<file path="src/rtl/swarm_cfg_responder.sv">
`timescale 1ns/1ps
// swarm_cfg_responder
// AXI-Lite (OCL) slave that reports the compile-time Swarm build configuration
// and holds the runtime-writable CQ_SIZE, LOG_MASK and SCRATCH registers.
// Optional feature macro: SWARM_CFG_CYCLE_CNT_EN adds a free-running 64-bit
// cycle counter readable at 0x2C (low word, snapshots high) and 0x30 (high).
module swarm_cfg_responder #(
  parameter int         ADDR_W              = 8,
  parameter int         VERSION_P           = 10,
  parameter int         N_TILES_P           = 1,
  parameter int         N_THREADS_P         = 32,
  parameter int         TS_WIDTH_P          = 32,
  parameter int         LOG_CQ_SLICE_SIZE_P = 7,
  parameter int         LOG_TQ_SIZE_P       = 12,
  parameter logic [7:0] FLAGS_P             = 8'h00
) (
  input  logic                         clk,
  input  logic                         rst,
  input  logic                         s_awvalid,
  output logic                         s_awready,
  input  logic [ADDR_W-1:0]            s_awaddr,
  input  logic                         s_wvalid,
  output logic                         s_wready,
  input  logic [31:0]                  s_wdata,
  input  logic [3:0]                   s_wstrb,
  output logic                         s_bvalid,
  input  logic                         s_bready,
  output logic [1:0]                   s_bresp,
  input  logic                         s_arvalid,
  output logic                         s_arready,
  input  logic [ADDR_W-1:0]            s_araddr,
  output logic                         s_rvalid,
  input  logic                         s_rready,
  output logic [31:0]                  s_rdata,
  output logic [1:0]                   s_rresp,
  output logic [LOG_CQ_SLICE_SIZE_P:0] cq_size,
  output logic [31:0]                  log_mask
);

  localparam int CQW = LOG_CQ_SLICE_SIZE_P + 1;
  localparam int IW  = ADDR_W - 2;
  localparam logic [CQW-1:0] CQ_MAX   = CQW'(1) << LOG_CQ_SLICE_SIZE_P;
  localparam logic [31:0]    CQ_MAX32 = 32'(CQ_MAX);
  localparam logic [1:0]     RESP_OKAY   = 2'b00;
  localparam logic [1:0]     RESP_SLVERR = 2'b10;

  // Word indices (byte address >> 2) of the register map.
  localparam logic [IW-1:0] IDX_VERSION = IW'(0);
  localparam logic [IW-1:0] IDX_NTILES  = IW'(1);
  localparam logic [IW-1:0] IDX_NTHR    = IW'(2);
  localparam logic [IW-1:0] IDX_WIDTHS  = IW'(3);
  localparam logic [IW-1:0] IDX_FLAGS   = IW'(4);
  localparam logic [IW-1:0] IDX_CQ      = IW'(8);
  localparam logic [IW-1:0] IDX_MASK    = IW'(9);
  localparam logic [IW-1:0] IDX_SCRATCH = IW'(10);
`ifdef SWARM_CFG_CYCLE_CNT_EN
  localparam logic [IW-1:0] IDX_CYC_LO  = IW'(11);
  localparam logic [IW-1:0] IDX_CYC_HI  = IW'(12);
`endif

  typedef enum logic { W_IDLE, W_RESP } wstate_e;
  typedef enum logic { R_IDLE, R_RESP } rstate_e;

  // Byte-enable merge of new write data into the current register value.
  function automatic logic [31:0] byte_merge(input logic [31:0] cur,
                                             input logic [31:0] wd,
                                             input logic [3:0]  st);
    logic [31:0] res;
    for (int b = 0; b < 4; b++) res[8*b +: 8] = st[b] ? wd[8*b +: 8] : cur[8*b +: 8];
    return res;
  endfunction

  // CQ_SIZE must stay within [1, 1<<LOG]; clamping happens after the merge.
  function automatic logic [CQW-1:0] cq_clamp(input logic [31:0] m);
    if (m == 32'd0)          return CQW'(1);
    else if (m > CQ_MAX32)   return CQ_MAX;
    else                     return m[CQW-1:0];
  endfunction

  wstate_e         wstate_q;
  rstate_e         rstate_q;
  logic            awready_q, wready_q, bvalid_q, arready_q, rvalid_q;
  logic [1:0]      bresp_q, rresp_q;
  logic [31:0]     rdata_q;
  logic            aw_have_q, w_have_q;
  logic [IW-1:0]   awidx_q;
  logic [31:0]     wdata_q;
  logic [3:0]      wstrb_q;
  logic [CQW-1:0]  cq_q, cq_d;
  logic [31:0]     mask_q, mask_d, scratch_q, scratch_d;
  logic            wr_slverr;
  logic [31:0]     rd_data_d;
  logic [1:0]      rd_resp_d;

  // A beat counts as present if captured earlier or handshaking this cycle,
  // so a same-cycle AW+W pair commits on the handshake edge.
  logic            aw_ok, w_ok;
  logic [IW-1:0]   awidx_d;
  logic [31:0]     wdata_d;
  logic [3:0]      wstrb_d;
  assign aw_ok   = aw_have_q | (s_awvalid & awready_q);
  assign w_ok    = w_have_q  | (s_wvalid  & wready_q);
  assign awidx_d = aw_have_q ? awidx_q : s_awaddr[ADDR_W-1:2];
  assign wdata_d = w_have_q  ? wdata_q : s_wdata;
  assign wstrb_d = w_have_q  ? wstrb_q : s_wstrb;

  logic unused_addr_lsbs;
  assign unused_addr_lsbs = ^{s_awaddr[1:0], s_araddr[1:0]};

`ifdef SWARM_CFG_CYCLE_CNT_EN
  logic [63:0] cyc_q;
  logic [31:0] cyc_hi_q;

  // Free-running cycle counter, wraps naturally at 2^64.
  always_ff @(posedge clk or posedge rst) begin
    if (rst) cyc_q <= '0;
    else     cyc_q <= cyc_q + 64'd1;
  end

  // Reading the low word freezes the high word so the pair is coherent.
  always_ff @(posedge clk or posedge rst) begin
    if (rst) cyc_hi_q <= '0;
    else if (rstate_q == R_IDLE && s_arvalid && arready_q &&
             s_araddr[ADDR_W-1:2] == IDX_CYC_LO)
      cyc_hi_q <= cyc_q[63:32];
  end
`endif

  // Next register values for the pending write; unmapped/RO targets flag SLVERR.
  always_comb begin
    wr_slverr = 1'b0;
    cq_d      = cq_q;
    mask_d    = mask_q;
    scratch_d = scratch_q;
    case (awidx_d)
      IDX_CQ:      cq_d      = cq_clamp(byte_merge(32'(cq_q), wdata_d, wstrb_d));
      IDX_MASK:    mask_d    = byte_merge(mask_q, wdata_d, wstrb_d);
      IDX_SCRATCH: scratch_d = byte_merge(scratch_q, wdata_d, wstrb_d);
      default:     wr_slverr = 1'b1;
    endcase
  end

  // Read decode from the current (pre-write) register contents.
  always_comb begin
    rd_data_d = '0;
    rd_resp_d = RESP_OKAY;
    case (s_araddr[ADDR_W-1:2])
      IDX_VERSION: rd_data_d = 32'(VERSION_P);
      IDX_NTILES:  rd_data_d = 32'(N_TILES_P);
      IDX_NTHR:    rd_data_d = 32'(N_THREADS_P);
      IDX_WIDTHS:  rd_data_d = {8'(LOG_CQ_SLICE_SIZE_P), 8'(LOG_TQ_SIZE_P), 8'd0, 8'(TS_WIDTH_P)};
      IDX_FLAGS:   rd_data_d = 32'(FLAGS_P);
      IDX_CQ:      rd_data_d = 32'(cq_q);
      IDX_MASK:    rd_data_d = mask_q;
      IDX_SCRATCH: rd_data_d = scratch_q;
`ifdef SWARM_CFG_CYCLE_CNT_EN
      IDX_CYC_LO:  rd_data_d = cyc_q[31:0];
      IDX_CYC_HI:  rd_data_d = cyc_hi_q;
`endif
      default:     rd_resp_d = RESP_SLVERR;
    endcase
  end

  // Write channel FSM: collect AW and W in any order, commit, then respond.
  always_ff @(posedge clk or posedge rst) begin
    if (rst) begin
      wstate_q  <= W_IDLE;
      awready_q <= 1'b1;
      wready_q  <= 1'b1;
      bvalid_q  <= 1'b0;
      bresp_q   <= RESP_OKAY;
      aw_have_q <= 1'b0;
      w_have_q  <= 1'b0;
      awidx_q   <= '0;
      wdata_q   <= '0;
      wstrb_q   <= '0;
      cq_q      <= CQ_MAX;
      mask_q    <= '0;
      scratch_q <= '0;
    end else begin
      case (wstate_q)
        W_IDLE: begin
          if (s_awvalid && awready_q) begin
            awidx_q   <= s_awaddr[ADDR_W-1:2];
            aw_have_q <= 1'b1;
            awready_q <= 1'b0;
          end
          if (s_wvalid && wready_q) begin
            wdata_q  <= s_wdata;
            wstrb_q  <= s_wstrb;
            w_have_q <= 1'b1;
            wready_q <= 1'b0;
          end
          if (aw_ok && w_ok) begin
            cq_q      <= cq_d;
            mask_q    <= mask_d;
            scratch_q <= scratch_d;
            bresp_q   <= wr_slverr ? RESP_SLVERR : RESP_OKAY;
            bvalid_q  <= 1'b1;
            awready_q <= 1'b0;
            wready_q  <= 1'b0;
            wstate_q  <= W_RESP;
          end
        end
        W_RESP: begin
          if (s_bready) begin
            bvalid_q  <= 1'b0;
            awready_q <= 1'b1;
            wready_q  <= 1'b1;
            aw_have_q <= 1'b0;
            w_have_q  <= 1'b0;
            wstate_q  <= W_IDLE;
          end
        end
        default: wstate_q <= W_IDLE;
      endcase
    end
  end

  // Read channel FSM: one-cycle registered response, held until rready.
  always_ff @(posedge clk or posedge rst) begin
    if (rst) begin
      rstate_q  <= R_IDLE;
      arready_q <= 1'b1;
      rvalid_q  <= 1'b0;
      rdata_q   <= '0;
      rresp_q   <= RESP_OKAY;
    end else begin
      case (rstate_q)
        R_IDLE: begin
          if (s_arvalid && arready_q) begin
            rdata_q   <= rd_data_d;
            rresp_q   <= rd_resp_d;
            rvalid_q  <= 1'b1;
            arready_q <= 1'b0;
            rstate_q  <= R_RESP;
          end
        end
        R_RESP: begin
          if (s_rready) begin
            rvalid_q  <= 1'b0;
            arready_q <= 1'b1;
            rstate_q  <= R_IDLE;
          end
        end
        default: rstate_q <= R_IDLE;
      endcase
    end
  end

  assign s_awready = awready_q;
  assign s_wready  = wready_q;
  assign s_bvalid  = bvalid_q;
  assign s_bresp   = bresp_q;
  assign s_arready = arready_q;
  assign s_rvalid  = rvalid_q;
  assign s_rdata   = rdata_q;
  assign s_rresp   = rresp_q;
  assign cq_size   = cq_q;
  assign log_mask  = mask_q;

endmodule

</file>
<file path="config.mk">
export PLATFORM = sky130hd
export DESIGN_NAME = swarm_cfg_responder
export DESIGN_NICKNAME = d
export VERILOG_FILES = /design/src/rtl/swarm_cfg_responder.sv
export SDC_FILE = /design/constraint.sdc
export NUM_CORES = 1
export LEC_CHECK = 0
export ABC_AREA = 1
export CORE_MARGIN = 3
export CORE_UTILIZATION = 35
export DETAILED_ROUTE_END_ITERATION = 6
export PLACE_DENSITY = 0.54
export SLEW_MARGIN = 20
export SYNTH_ARGS = -nofsm -noshare
export SYNTH_HDL_FRONTEND = slang
export SYNTH_SLANG_ARGS = --single-unit
</file>
<file path="constraint.sdc">
create_clock -name clk -period 13.39 [get_ports clk]
set_clock_uncertainty 0.05 [all_clocks]
set_input_delay 1.339 -clock clk [delete_from_list [all_inputs] [get_ports clk]]
set_output_delay 1.339 -clock clk [all_outputs]
set_load 0.01 [all_outputs]
</file>
==> flow_summary.json <==
{
  "setup_tns_ns": 0,
  "yosys.cell_count.top_type": "nand2_1",
  "hold_buffers": 0,
  "ys_seq_area_share_pct": 51.7,
  "timing.rr.end": "log_mask[0]",
  "reg2reg_slack_ns": 10.38,
  "cts_root_buf": "clkbuf_16",
  "grt_setup_unrepaired": "no",
  "vdd_ir_drop_max_mv": 0.0989,
  "cts-buffers-inserted": 17,
  "crit_buf_inv": 1,
  "synth_cell_types": 35,
  "place_inst": 1345,
  "critPathTopFamily": "compound AO/OA/AOI/OAI gates",
  "setup.worst_path.end": "log_mask[22]",
  "wl_microns": 20500,
  "p_leak_nw": 4.79,
  "slowest_stage": "nand3_1",
  "cts_htree_levels": 4,
  "finalCritPeriodShare_pct": 24.3,
  "synth_top_area_share_pct": 50.3,
  "post-cts-setup-buffers": 0,
  "status": "finished, final reports clean",
  "synth_edf_count": 0,
  "cp.depth": 7,
  "synth_common_cells": "nand2_1 (453), dfrtp_1 (153), o21ai_0 (82), inv_1 (80), nor2_1 (35)",
  "cp_max_fo": 16,
  "hold_viol": 0,
  "syn_area_sq_um": 7610,
  "clock_latency_ns": 0.43,
  "synth_ff_type": "dfrtp_1",
  "path_clk_slew_ns": 0.07,
  "crit_chain": "clkdlybuf4s50_1 -> nand2_1 -> nand2_1 -> o21ai_0 -> a21oi_1 -> nand3_1 -> o21ai_0",
  "slew_violations": 0,
  "period_needed_ns": 3.25,
  "io_pins": 140,
  "setup_viol": 0,
  "io_buffers": 133,
  "r2r_start": "w_have_q",
  "clock-sinks": 157,
  "antenna_found_initial": 1,
  "wl_per_cell_microns": 14.9,
  "drc_errors": 0,
  "yosys_warnings": 0,
  "tightest_slew_ns": 0.969,
  "grt_pass1_wl_microns": 33700,
  "whs_ns": 0.423,
  "end_kind": "flop",
  "ys_top_cells_by_area": "dfrtp_1 (50%), nand2_1 (22%), o21ai_0 (5.4%)",
  "dr.pass1.iters": 4,
  "drt_iter0_markers": 345,
  "grt_max_degree": 82,
  "die-area_sq_um": 23600,
  "cts_tree": "yes",
  "required_ns": 13.66,
  "dieWidth_microns": 153,
  "die_y_microns": 153,
  "avgSynthCellArea_sq_um": 7.83,
  "initial_utilization_pct": 35.9,
  "critPathArrivalTime_ns": 3.52,
  "core-area_sq_um": 21200,
  "via_count": 6469,
  "worst-r2r-cell-count": 8,
  "dpl.hpwl_microns": 14200,
  "rows": 53,
  "fmax_mhz": 308,
  "grt_overflow_total": 0,
  "slew_headroom_pct": 34.8,
  "crit_start": "s_wvalid",
  "area_growth_pct": 28.0,
  "grt_pass1_vias": 6181,
  "hold_path.class": "reg -> reg",
  "hold_path_depth": 2,
  "cts.path.max_buffers": 2,
  "synth-async-reset-ratio_pct": 100,
  "layout.nets": 1149,
  "instances_no_fill": 1378,
  "grt_util_all_layers_pct": 17.8,
  "critPathKind": "in -> reg",
  "layout-drive-gt1-share_pct": 8.07,
  "cap_violations": 0,
  "n_antenna_cell": 0,
  "cts_resized": 0,
  "synth-seq-cells": 157,
  "powerDensity_nw_per_um2": 176,
  "syn_inst": 972,
  "crit_path_start_kind": "input pin",
  "cpPeakStageDelay_ns": 0.49,
  "synth_area_leader_cell": "dfrtp_1",
  "gp_congestion": 0.821,
  "viasPerCell": 4.69,
  "drt.antenna.violating_nets": 0
}
==> worst min-delay path, stage by stage (launching register included) <==
cell and delay, ns:
dfrtp_1 0.34, nand2_1 0.05, nand2_1 0.05
==> cells in the final DEF, fill, tap and decap left out, types with 3 or more instances in the layout <==
cell type and instances:
a21oi_1 8, a221oi_1 4, a22o_1 16, buf_4 4, clkbuf_16 17, clkdlybuf4s50_1 133, clkinvlp_4 4, dfrtp_1 152
dfstp_2 4, inv_1 79, inv_6 3, mux2_2 4, nand2_1 453, nand3_1 25, nand3_2 4, nor2_1 32
nor2_4 3, nor3_1 6, o21ai_0 82, o21ai_2 32, o22ai_1 6
==> sequential cells by signal, summed over array words and instances, names as in the netlist, 4 cells and up <==
| signal | cells |
|---|---|
| wstrb_q | 4 |
| s_rdata | 32 |
| awidx_q | 6 |
| wdata_q | 32 |
| log_mask | 32 |
| scratch_q | 32 |
| cq_size | 8 |
==> layer usage <==
metal	wire [microns]	GRT usage, %	up-vias
met1	10100	25.9	2980
met2	9310	27.2	137
met3	783	3.38	18
li1	-	-	3332
met4	282	5.00	2
met5	13	0	-
==> cell type report <==
type / count / area, sq um
Tap cell: 275 / 344
Fill cell: 2192 / 11500
Timing Repair Buffer: 139 / 1390
Multi-Input combinational cell: 693 / 3180
Sequential cell: 157 / 3940
Clock inverter: 12 / 138
Clock buffer: 20 / 447
Inverter: 82 / 313
==> where the power goes <==
part | leakage, nW | internal [mW] | switching, mW
sequential | 2.06 | 0.590 | 0.0647
clock | 0.275 | 0.281 | 0.204
combinational | 2.46 | 0.204 | 0.368
total | 4.79 | 1.08 | 0.636
==> per-stage QoR <==
step / instance area, sq um / power [mW] / utilization [%] / setup WS [ns]
after floorplan: 7620 / 1.03 / - / 7.77
after global placement: 9140 / 1.23 / 43.1 / 9.09
after detailed placement: 9140 / 1.24 / 43.1 / 9.06
after CTS: 9720 / 1.73 / 45.8 / 9.50
after global routing: 9750 / 1.84 / 45.9 / 9.93
final: 9750 / 1.71 / 45.9 / 10.14
==> worst min path at each step <==
| stage | slack (ns) | endpoint | startpoint |
|---|---|---|---|
| detailed placement | 0.41 | wstrb_q[0] | wstrb_q[0] |
| floorplan | 0.39 | wdata_q[31] | wdata_q[31] |
| finish | 0.42 | wdata_q[31] | wdata_q[31] |
| global placement | 0.40 | wdata_q[25] | wdata_q[25] |
| global route | 0.44 | wdata_q[27] | wdata_q[27] |
| CTS | 0.42 | wstrb_q[0] | wstrb_q[0] |
==> kinds of logic (layout without fill, tap and decap cells) <==
logic type      Yosys count  count (layout)  synth area share (%)
flops                   157             157                  51.7
simple gates            526             526                  27.0
mux                       6               6                 0.855
compound gates          159             159                  13.5
buf+inv                 123             253                  6.92
other cells               1               2                0.0493
Power figures use the tool's default switching activity.
